File: src/rtl/redirect_ctrl.sv
// redirect_ctrl: execute-stage control-flow resolution and front-end redirect
// sequencer.
//
// Each cycle in IDLE, the control-flow instruction in EX (if any) is resolved
// against the fetch-stage prediction. When the prediction was wrong, the
// controller:
//   - flushes the younger stages,
//   - issues a valid/ready redirect to fetch,
//   - stalls EX until the redirect has been accepted and a short flush window
//     (FLUSH_CYCLES) has passed.
//
// Optional build macro REDIRECT_MISALIGN_TRAP_EN adds the misalign_trap and
// trap_tval outputs. With it defined, a taken transfer whose target has bit 1
// set raises a one-cycle trap pulse instead of a redirect. Without it, such
// targets redirect like any other target.
//
// state    | meaning
// ---------+-------------------------------------------------------------
// IDLE     | resolving EX instructions; a mispredict flushes and moves on
// REDIRECT | redirect_valid held with a stable redirect_pc until accepted
// FLUSH    | post-handshake IF/ID flush window, EX still stalled

module redirect_ctrl #(
  parameter int FLUSH_CYCLES = 1,
  parameter int CNT_W        = 16
) (
  input  logic             clk,
  input  logic             rst,
  input  logic             ex_valid,
  input  logic             is_branch,
  input  logic             is_jal,
  input  logic             is_jalr,
  input  logic             br_taken,
  input  logic             pred_taken,
  input  logic [31:0]      pred_target,
  input  logic [31:0]      branch_target,
  input  logic [31:0]      jal_target,
  input  logic [31:0]      jalr_target,
  input  logic [31:0]      pc_plus_4,
  input  logic             redirect_ready,
  output logic             redirect_valid,
  output logic [31:0]      redirect_pc,
  output logic             flush_if_id,
  output logic             flush_id_ex,
  output logic             ex_stall,
  output logic [CNT_W-1:0] ctrl_cnt,
  output logic [CNT_W-1:0] mispred_cnt
`ifdef REDIRECT_MISALIGN_TRAP_EN
  ,
  output logic             misalign_trap,
  output logic [31:0]      trap_tval
`endif
);

  typedef enum logic [1:0] {
    S_IDLE     = 2'd0,
    S_REDIRECT = 2'd1,
    S_FLUSH    = 2'd2
  } state_t;

  localparam logic [3:0]       LP_FLUSH   = 4'(FLUSH_CYCLES);
  localparam logic [CNT_W-1:0] LP_CNT_MAX = '1;

  state_t           r_state;
  state_t           w_state_nxt;
  logic             r_redirect_valid;
  logic [31:0]      r_redirect_pc;
  logic [3:0]       r_flush_cnt;
  logic [CNT_W-1:0] r_ctrl_cnt;
  logic [CNT_W-1:0] r_mispred_cnt;

  logic             w_ctrl_insn;
  logic             w_resolve;
  logic             w_act_taken;
  logic [31:0]      w_act_tgt;
  logic [31:0]      w_next_pc;
  logic             w_mispredict_raw;
  logic             w_mispredict;
  logic             w_trap;
  logic             w_handshake;
  logic             w_flush_if_id;
  logic             w_flush_id_ex;
  logic             w_ex_stall;

  // Resolve the EX instruction: actual direction/target, next PC, mispredict.
  // Reset gates resolution so the outputs read zero while reset is held.
  always_comb begin
    w_ctrl_insn = is_jal | is_jalr | is_branch;
    w_resolve   = ex_valid & w_ctrl_insn & (r_state == S_IDLE) & ~rst;
    w_act_taken = is_jal | is_jalr | (is_branch & br_taken);
    if (is_jal) begin
      w_act_tgt = jal_target;
    end else if (is_jalr) begin
      w_act_tgt = jalr_target;
    end else begin
      w_act_tgt = branch_target;
    end
    // JALR bit 0 was already cleared by the target calculator; pass it through.
    w_next_pc        = w_act_taken ? w_act_tgt : pc_plus_4;
    w_mispredict_raw = (w_act_taken != pred_taken) |
                       (w_act_taken & pred_taken & (w_act_tgt != pred_target));
`ifdef REDIRECT_MISALIGN_TRAP_EN
    w_trap = w_resolve & w_act_taken & w_act_tgt[1];
`else
    w_trap = 1'b0;
`endif
    // A misaligned-target trap pre-empts the redirect.
    w_mispredict = w_resolve & w_mispredict_raw & ~w_trap;
  end

  assign w_handshake = (r_state == S_REDIRECT) & r_redirect_valid & redirect_ready;

  // Next-state and flush/stall decode.
  always_comb begin
    w_state_nxt   = r_state;
    w_flush_if_id = 1'b0;
    w_flush_id_ex = 1'b0;
    w_ex_stall    = 1'b0;
    case (r_state)
      S_IDLE: begin
        if (w_mispredict) begin
          w_flush_if_id = 1'b1;
          w_flush_id_ex = 1'b1;
          w_state_nxt   = S_REDIRECT;
        end
        if (w_trap) begin
          w_flush_id_ex = 1'b1;
        end
      end
      S_REDIRECT: begin
        w_flush_if_id = 1'b1;
        w_ex_stall    = 1'b1;
        if (w_handshake) begin
          w_state_nxt = (LP_FLUSH == 4'd0) ? S_IDLE : S_FLUSH;
        end
      end
      S_FLUSH: begin
        w_flush_if_id = 1'b1;
        w_ex_stall    = 1'b1;
        if (r_flush_cnt <= 4'd1) begin
          w_state_nxt = S_IDLE;
        end
      end
      default: begin
        w_state_nxt = S_IDLE;
      end
    endcase
  end

  // State register.
  always_ff @(posedge clk or posedge rst) begin
    if (rst) begin
      r_state <= S_IDLE;
    end else begin
      r_state <= w_state_nxt;
    end
  end

  // Redirect request: raised the cycle after detection, held until accepted.
  always_ff @(posedge clk or posedge rst) begin
    if (rst) begin
      r_redirect_valid <= 1'b0;
      r_redirect_pc    <= 32'd0;
    end else begin
      if (w_mispredict) begin
        r_redirect_valid <= 1'b1;
        r_redirect_pc    <= w_next_pc;
      end else if (w_handshake) begin
        r_redirect_valid <= 1'b0;
      end
    end
  end

  // Flush-window down-counter, loaded on the redirect handshake.
  always_ff @(posedge clk or posedge rst) begin
    if (rst) begin
      r_flush_cnt <= 4'd0;
    end else begin
      if (w_handshake) begin
        r_flush_cnt <= LP_FLUSH;
      end else if ((r_state == S_FLUSH) && (r_flush_cnt != 4'd0)) begin
        r_flush_cnt <= r_flush_cnt - 4'd1;
      end
    end
  end

  // Saturating performance counters.
  always_ff @(posedge clk or posedge rst) begin
    if (rst) begin
      r_ctrl_cnt    <= '0;
      r_mispred_cnt <= '0;
    end else begin
      if (w_resolve && (r_ctrl_cnt != LP_CNT_MAX)) begin
        r_ctrl_cnt <= r_ctrl_cnt + 1'b1;
      end
      if (w_mispredict && (r_mispred_cnt != LP_CNT_MAX)) begin
        r_mispred_cnt <= r_mispred_cnt + 1'b1;
      end
    end
  end

`ifdef REDIRECT_MISALIGN_TRAP_EN
  logic        r_misalign_trap;
  logic [31:0] r_trap_tval;

  // One-cycle trap pulse with the offending target captured for the handler.
  always_ff @(posedge clk or posedge rst) begin
    if (rst) begin
      r_misalign_trap <= 1'b0;
      r_trap_tval     <= 32'd0;
    end else begin
      r_misalign_trap <= w_trap;
      if (w_trap) begin
        r_trap_tval <= w_act_tgt;
      end
    end
  end

  assign misalign_trap = r_misalign_trap;
  assign trap_tval     = r_trap_tval;
`endif

  assign redirect_valid = r_redirect_valid;
  assign redirect_pc    = r_redirect_pc;
  assign flush_if_id    = w_flush_if_id;
  assign flush_id_ex    = w_flush_id_ex;
  assign ex_stall       = w_ex_stall;
  assign ctrl_cnt       = r_ctrl_cnt;
  assign mispred_cnt    = r_mispred_cnt;

endmodule

File: config.mk
export PLATFORM = sky130hd
export DESIGN_NAME = redirect_ctrl
export DESIGN_NICKNAME = d
export VERILOG_FILES = /design/src/rtl/redirect_ctrl.sv
export SDC_FILE = /design/constraint.sdc
export NUM_CORES = 1
export LEC_CHECK = 0
export CAP_MARGIN = 0
export CORE_ASPECT_RATIO = 0.75
export CORE_MARGIN = 4
export CORE_UTILIZATION = 40
export DETAILED_ROUTE_END_ITERATION = 7
export DONT_BUFFER_PORTS = 1
export SYNTH_ARGS = -nofsm -noshare
export SYNTH_HDL_FRONTEND = slang
export SYNTH_SLANG_ARGS = --single-unit
File: constraint.sdc
create_clock -name clk -period 7.7 [get_ports clk]
set_input_delay 2.31 -clock clk [delete_from_list [all_inputs] [get_ports clk]]
set_output_delay 2.31 -clock clk [all_outputs]
set_load 0.03 [all_outputs]
==> impl_metrics.tcl, run 1 <==
set metrics [dict create \
    finalHoldViolCount 0 \
    multi_input_area_um2 2730 \
    ioPinCount 237 \
    grt_pass1_vias 3801 \
    antenna_found_initial 0 \
    drc_errors 0 \
    place.gp.congestion 0.894 \
    setup_viol 0 \
    num_vias 3789 \
    die_area_um2 13500 \
    worst_ep_arrival_time_ps 4640 \
    wl_per_cell_um 21.2 \
    grt_usage_pct 20.3 \
    htreeDepth 3 \
    fin_crit_sh_pct 90.2 \
    skew_ps 8.85 \
    start_util_pct 41.8 \
    fin_tns_setup_ps 0 \
    status "finished clean" \
    yosysTopAreaCellShare_pct 38.0 \
    rsz0062_at_grt "no" \
    synth_edf_count 0 \
    synth_cells 516 \
    overflow 0 \
    ant_nets 0 \
    wl_um 14100 \
    port_buffers 0 \
    p_leak_nw 2.32 \
    synthArstFlopShare_pct 100 \
    place_hpwl_um 11100 \
    root_buffer "clkbuf_16" \
    synth_top_cell_by_area "dfrtp_1" \
    globalRouteMet1Util_pct 28.4 \
    postPlaceCellArea_um2 4770 \
    met2_usage_pct 31.5 \
    p_total_w 0.00158 \
    fillCellCount 1081 \
    synth_area_leaders "dfrtp_1 (38%), mux2i_1 (7.1%), mux2_2 (5.5%)" \
    chipWidth_um 133 \
    cts_buffer_depth 2 \
    hold_buffers 0 \
    busiest_layer "met2" \
    viasPerCell 5.67 \
    antennaDiodeCount 0 \
    synth_nets 694 \
    nets 684 \
    clk_latency_ps 330 \
    core-area_um2 11200 \
    drv_slew 0 \
    synth_seq_area_share_pct 38.0 \
    slowest_stage "o21ai_4" \
    crit_path_max_incr_delay_ps 480 \
    numClockSinks 71 \
    yosysWarnings 0 \
    cts_tree "built" \
    synth_area_um2 4680 \
    ys_seq_elements 71 \
    max_clock_freq_ghz 0.144 \
    cts.clk_slew.worst_paths_ps 60 \
    p_per_area_nw_per_um2 309 \
    design_area_um2 5090 \
    cts_resized 0 \
    timing.final.crit_period_ps 6950 \
    drive_gt1_share_pct 9.00 \
    crit_required_ps 5390 \
    startpoint_type "primary input" \
    std_cell_rows 33 \
    yosys-top-cells-count "dfrtp_1 (71), nand2_1 (67), o21ai_0 (43)" \
    grtUsageMet3_pct 5.61 \
    min_path_type "register to register" \
    yosysUniqueCellTypes 40 \
    cp_max_fo 21 \
    cts_inserted_buffers 9 \
    register_area_um2 1780 \
    end_kind "primary output" \
    dr.pass1.iters 5 \
    ir_drop_mv 0.159 \
    drtIter0Drc 321 \
    post_cts_buffers 0 \
    worst_pin_slew_ps 877 \
    grt_max_degree 68 \
    syn_area_per_cell_um2 9.07 \
    max_cap_viol_count 0 \
    yosysMostFrequentCell "dfrtp_1" \
    die_h_um 102 \
    grt_pass1_wl_um 21400 \
    synthToLayoutAreaGrowth_pct 8.85 \
    synth_flop_cell "dfrtp_1" \
    path_cells "a211oi_4, inv_1, ha_1, a21o_1, nor4_1, nand4_1, o21ai_4, a21oi_1" \
    slew_headroom_pct 41.5 \
    path_class "primary input to primary output" \
]
==> critical path, delay by kind of cell <==
family                     cells  cell delay, ps
buffers and inverters          1             320
AOI/OAI and AO/OA              4            1210
and+or+nand+nor                2             370
adders and majority gates      1             420
==> power by group <==
group          internal [W]  switching (W)  total (W)
clock              0.000286       0.000168   0.000454
combinational      0.000127       0.000170   0.000297
sequential         0.000490       0.000335   0.000824
total              0.000903       0.000673    0.00158
==> per-stage QoR <==
step	std cells	hold WS [ps]	setup WS, ps	util [%]
2_1_floorplan	516	503	202	-
3_3_place_gp	652	533	788	42.6
3_5_place_dp	652	549	732	42.6
4_1_cts	668	564	723	45.5
5_1_grt	668	575	477	45.5
6_report	668	563	753	45.5
==> cell type report <==
type	instances	share of cell area, %
Clock buffer	10	4.49
Clock inverter	6	1.84
Multi-Input combinational cell	410	53.5
Inverter	9	0.688
Sequential cell	71	34.9
Timing Repair Buffer	5	0.737
Tap cell	157	3.86
==> metal layers <==
layer / part of all wire [%] / vias to the layer above
li1: - / 1794
met1: 45 / 1819
met2: 45 / 164
met3: 8.2 / 12
met4: 1.4 / 0
met5: 0 / -
==> logic make-up (layout without fill, tap and decap cells) <==
family          count (synthesis)  after routing  share of synthesized area (%)
compound gates                114            114                           14.5
xor+xnor                       50             50                           9.36
fa+ha+maj                       9              9                           2.41
buf+inv                        35             30                           4.22
flops                          71             71                           38.0
mux                            61             61                           13.8
simple gates                  176            176                           17.8
==> sequential cells by signal, indices dropped and copies added (netlist names) <==
| name | cells |
|---|---|
| redirect_pc | 32 |
| ctrl_cnt | 16 |
| mispred_cnt | 16 |
| r_flush_cnt | 4 |
| r_state | 2 |
| redirect_valid | 1 |
==> worst paths after layout <==
path	startpoint	to	slack (ps)	depth (start not counted)
max in group asynchronous	rst	redirect_pc[11]	4910	2
setup reg to reg	mispred_cnt[0]	mispred_cnt[1]	4940	7
min in group asynchronous	rst	redirect_pc[30]	1720	1
setup / recovery	br_taken	flush_if_id	750	8
hold / removal	r_flush_cnt[3]	r_flush_cnt[3]	560	2
hold reg to reg	r_flush_cnt[3]	r_flush_cnt[3]	560	2
==> cells in the final DEF, fill, tap and decap left out, types with 5 or more instances in the layout <==
master,synthesis,layout
mux2i_1,33,33
clkbuf_16,0,9
buf_4,2,5
inv_1,8,7
a211oi_1,11,10
nand3_1,11,11
nand4_1,5,5
nand2_1,67,67
o211a_1,9,9
and3_1,8,8
a21oi_1,37,37
nor4_1,11,11
mux2_1,5,5
and2_1,10,10
nor3_1,9,9
xnor2_1,24,24
mux2_2,23,23
ha_1,9,9
nand2b_1,13,13
o21ai_0,43,43
nor2_1,34,34
dfrtp_1,71,71
xor2_1,26,26
(Power assumes the default switching activity.)
==> inputs of run 2 (changes only) <==
--- a/config.mk
+++ b/config.mk
@@ -5,12 +5,15 @@
 export SDC_FILE = /design/constraint.sdc
 export NUM_CORES = 1
 export LEC_CHECK = 0
+export BUFFER_PORTS_ARGS = -buffer_cell sky130_fd_sc_hd__buf_2
 export CAP_MARGIN = 0
 export CORE_ASPECT_RATIO = 0.75
 export CORE_MARGIN = 4
 export CORE_UTILIZATION = 40
 export DETAILED_ROUTE_END_ITERATION = 7
-export DONT_BUFFER_PORTS = 1
+export HOLD_SLACK_MARGIN = 0.1
+export PLACE_DENSITY = 0.74
+export SETUP_SLACK_MARGIN = 0.5
 export SYNTH_ARGS = -nofsm -noshare
 export SYNTH_HDL_FRONTEND = slang
 export SYNTH_SLANG_ARGS = --single-unit
==> impl_metrics.tcl, run 2 (synthesis results as in run 1) <==
set metrics [dict create \
    ant_nets 0 \
    startpoint_type "primary input" \
    num_vias 4675 \
    ioPinCount 237 \
    end_kind "primary output" \
    place.gp.congestion 0.998 \
    drc_errors 0 \
    core-area_um2 11200 \
    grt_pass1_vias 4745 \
    r2r_slack_ps 4930 \
    wl_per_cell_um 17.6 \
    dp_slack_ps 473 \
    min_to "redirect_pc[5]" \
    status "finished clean" \
    hold_path_depth 2 \
    place_hpwl_um 13000 \
    timing.final.crit_period_ps 6970 \
    largest_reg_flops 32 \
    slew_headroom_pct 39.6 \
    grt_max_degree 78 \
    cts_inserted_buffers 9 \
    drv_slew 0 \
    drtIter0Drc 227 \
    wl_um 16100 \
    crit_required_ps 5390 \
    final.setup.worst_slack_ps 733 \
    viasPerCell 5.14 \
    start_util_pct 41.8 \
    setup_viol 0 \
    ir_drop_mv 0.156 \
    grt_usage_pct 23.8 \
    hold_buffers 0 \
    p_total_w 0.00169 \
    finalHoldViolCount 0 \
    mostFrequentLayoutCell "buf_2" \
    clk_latency_ps 320 \
    hp-start "redirect_pc[5]" \
    rsz0062_at_grt "no" \
    port_buffers 236 \
    grt_pass1_wl_um 25200 \
    antenna_found_initial 0 \
    fin_crit_sh_pct 90.5 \
    dr.pass1.iters 4 \
    std_cell_rows 33 \
    r2r-end "mispred_cnt[14]" \
    nets 926 \
    drive_gt1_share_pct 38.4 \
    synthToLayoutAreaGrowth_pct 34.6 \
    min_path_type "register to register" \
    skew_ps 6.75 \
    htreeDepth 3 \
    p_leak_nw 3.34 \
    cts_buffer_depth 2 \
    overflow 0 \
    worst_pin_slew_ps 906 \
    path_class "primary input to primary output" \
    antennaDiodeCount 0 \
    worst_ep_arrival_time_ps 4660 \
    fin_tns_setup_ps 0 \
    reg2reg_depth 9 \
    cts_tree "built" \
    max_clock_freq_ghz 0.144 \
    root_buffer "clkbuf_16" \
    chipWidth_um 133 \
    p_per_area_nw_per_um2 269 \
    final_cell_mix "buf_2 (235), dfrtp_1 (71), nand2_1 (67)" \
    cts.clk_slew.worst_paths_ps 50 \
    cp_max_fo 20 \
    die_area_um2 13500 \
    max_cap_viol_count 0 \
    die_h_um 102 \
    worst_r2r_startpoint "r_state[0]" \
    numClockSinks 71 \
]
## run 2: worst max-delay path, stage by stage
cell,delay [ps]
buf_4,280
buf_4,240
mux2_2,370
a211oi_1,240
o22ai_1,130
nor4_2,360
nand4_1,250
o21ai_4,230
a21oi_2,70
buf_2,170
## run 2: how the worst max path moves through the flow
stage,start,endpoint,depth (start not counted)
6_report,is_jalr,flush_if_id,10
5_1_grt,is_jalr,flush_if_id,10
4_1_cts,is_jalr,flush_if_id,10
3_5_place_dp,is_jalr,flush_if_id,10
3_3_place_gp,is_jalr,flush_if_id,10
2_1_floorplan,is_jalr,flush_id_ex,14
## run 2: area by class of cell
cell class	count	area, um2
Fill cell	1009	4890
Multi-Input combinational cell	410	2740
Sequential cell	71	1780
Timing Repair Buffer	247	1270
Clock buffer	12	246
Tap cell	157	196
Clock inverter	4	45.0
Inverter	9	33.8
## run 2: metrics by stage
stage               hold WS, ps  std cells  utilization (%)  cell area, um2
global placement            460        894             53.6            6000
CTS                         477        910             56.3            6290
floorplan                   503        516                -            4700
finish                      472        910             56.3            6300
global route                504        910             56.3            6300
detailed placement          465        894             53.6            6000
## run 2: timing repair
item,in CTS,in global routing
endpoints found under the setup margin,2,1
resized for setup,1,1
buffers inserted,0,0
## run 2: per-layer routing
| layer | share of wire [%] | GRT usage, % | routed length, um |
|---|---|---|---|
| met1 | 45 | 32.6 | 7290 |
| met2 | 46 | 38.2 | 7400 |
| met3 | 6.1 | 5.41 | 986 |
| met4 | 2.3 | 6.87 | 371 |
| met5 | 0 | 0 | 0 |
## run 2: where the power goes
| group | switching [W] | total (W) | internal [W] |
|---|---|---|---|
| Clock | 0.000147 | 0.000405 | 0.000258 |
| Sequential | 0.0000879 | 0.000582 | 0.000494 |
| Combinational | 0.000473 | 0.000707 | 0.000235 |
| Total | 0.000708 | 0.00169 | 0.000986 |
==> inputs of run 3 (changes only) <==
--- a/config.mk
+++ b/config.mk
@@ -13,6 +13,7 @@
 export DETAILED_ROUTE_END_ITERATION = 7
 export HOLD_SLACK_MARGIN = 0.1
 export PLACE_DENSITY = 0.74
+export RECOVER_POWER = 50
 export SETUP_SLACK_MARGIN = 0.5
 export SYNTH_ARGS = -nofsm -noshare
 export SYNTH_HDL_FRONTEND = slang
==> impl_metrics.tcl, run 3 (synthesis results as in run 1) <==
set metrics [dict create \
    port_buffers 236 \
    p_per_area_nw_per_um2 268 \
    wl_per_cell_um 17.6 \
    grt_pass1_vias 4745 \
    wl_um 16000 \
    largest_reg_flops 32 \
    cts_inserted_buffers 9 \
    status "finished, violations left" \
    antenna_found_initial 0 \
    die_h_um 102 \
    layout.cells.non_filler 910 \
    finalHoldViolCount 0 \
    synthToLayoutAreaGrowth_pct 33.7 \
    fin_tns_setup_ps 0 \
    dp_cells 894 \
    violations "max-capacitance violations, max-slew violations" \
    viasPerCell 5.12 \
    min_path_type "register to register" \
    setup_viol 0 \
    final_cell_mix "buf_2 (203), dfrtp_1 (71), nand2_1 (67)" \
    ir_drop_mv 0.153 \
    timing.final.crit_period_ps 6960 \
    max_clock_freq_ghz 0.144 \
    start_util_pct 41.8 \
    skew_ps 6.63 \
    cts_tree "built" \
    die_area_um2 13500 \
    grt_usage_pct 23.8 \
    path_class "primary input to primary output" \
    grt_pass1_wl_um 25200 \
    ant_nets 0 \
    fin_crit_sh_pct 90.3 \
    grt_max_degree 78 \
    end_kind "primary output" \
    worst_pin_slew_ps 3850 \
    cp_max_fo 20 \
    worst_ep_arrival_time_ps 4650 \
    nets 926 \
    numClockSinks 71 \
    post_cts_buffers 0 \
    htreeDepth 3 \
    drtIter0Drc 210 \
    place_hpwl_um 13000 \
    antennaDiodeCount 0 \
    chipWidth_um 133 \
    rsz0062_at_grt "no" \
    p_leak_nw 3.22 \
    num_vias 4660 \
    clk_latency_ps 320 \
    drc_errors 0 \
    place.gp.congestion 0.998 \
    crit_required_ps 5390 \
    mostFrequentLayoutCell "buf_2" \
    root_buffer "clkbuf_16" \
    drv_slew 72 \
    std_cell_rows 33 \
    slew_headroom_pct -157 \
    max_cap_viol_count 1 \
    startpoint_type "primary input" \
    overflow 0 \
    timing.hold.ws_ps 476 \
    core-area_um2 11200 \
    dr.pass1.iters 5 \
    cts.clk_slew.worst_paths_ps 50 \
    drive_gt1_share_pct 33.9 \
    ioPinCount 237 \
    cts_buffer_depth 2 \
]
[run 3: cell count changes in the layout (fill, tap and decap cells not counted), sizes merged]
cell	change
inv	-1
clkbuf	+33
buf	-33
clkinv	+1
[run 3: critical path: stages]
cell	delay [ps]
buf_4	280
buf_4	240
mux2_2	370
a211oi_1	240
o22ai_1	130
nor4_2	350
nand4_1	240
o21ai_4	230
a21oi_2	70
buf_2	170
[run 3: metal layers]
layer | wire (um) | up-vias | GRT usage [%]
li1 | - | 2281 | -
met1 | 7280 | 2174 | 32.6
met2 | 7390 | 178 | 38.2
met3 | 997 | 27 | 5.41
met4 | 366 | 0 | 6.87
met5 | 0 | - | 0
[run 3: final cells by class]
| class | instances | area (um2) |
|---|---|---|
| inverters | 9 | 33.8 |
| clock buffers | 12 | 246 |
| clock inverters | 4 | 45.0 |
| well taps | 157 | 196 |
| repair buffers | 247 | 1220 |
| multi-input cells | 410 | 2740 |
| fillers | 1029 | 4930 |
| flip-flops and latches | 71 | 1780 |
[run 3: worst paths after layout]
| check | slack (ps) | endpoint | from | depth (start not counted) |
|---|---|---|---|---|
| setup / recovery | 740 | flush_if_id | is_jalr | 10 |
| hold / removal | 480 | redirect_pc[5] | redirect_pc[5] | 2 |
| setup reg to reg | 4930 | mispred_cnt[14] | r_state[0] | 9 |
| hold reg to reg | 480 | redirect_pc[5] | redirect_pc[5] | 2 |
| max in group asynchronous | 2030 | mispred_cnt[2] | rst | 3 |
| min in group asynchronous | 3510 | mispred_cnt[4] | rst | 3 |
[run 3: through the flow]
step | utilization (%) | total power [W] | cell area, um2 | worst slack, ps
2_1_floorplan | - | 0.00105 | 4700 | 509
3_3_place_gp | 53.6 | 0.00128 | 6000 | 563
3_5_place_dp | 53.6 | 0.00130 | 6000 | 473
4_1_cts | 56.3 | 0.00171 | 6290 | 654
5_1_grt | 55.9 | 0.00179 | 6260 | 592
6_report | 55.9 | 0.00168 | 6260 | 744
[run 3: report_power, final]
group          total, W  internal (W)  switching [W]
combinational  0.000685      0.000212       0.000473
clock          0.000405      0.000258       0.000147
sequential     0.000585      0.000494      0.0000908
total           0.00168      0.000964       0.000712
[run 3: repair_timing]
item,CTS,global route
setup endpoints to repair,2,1
hold buffers,0,0
resized for setup,1,1
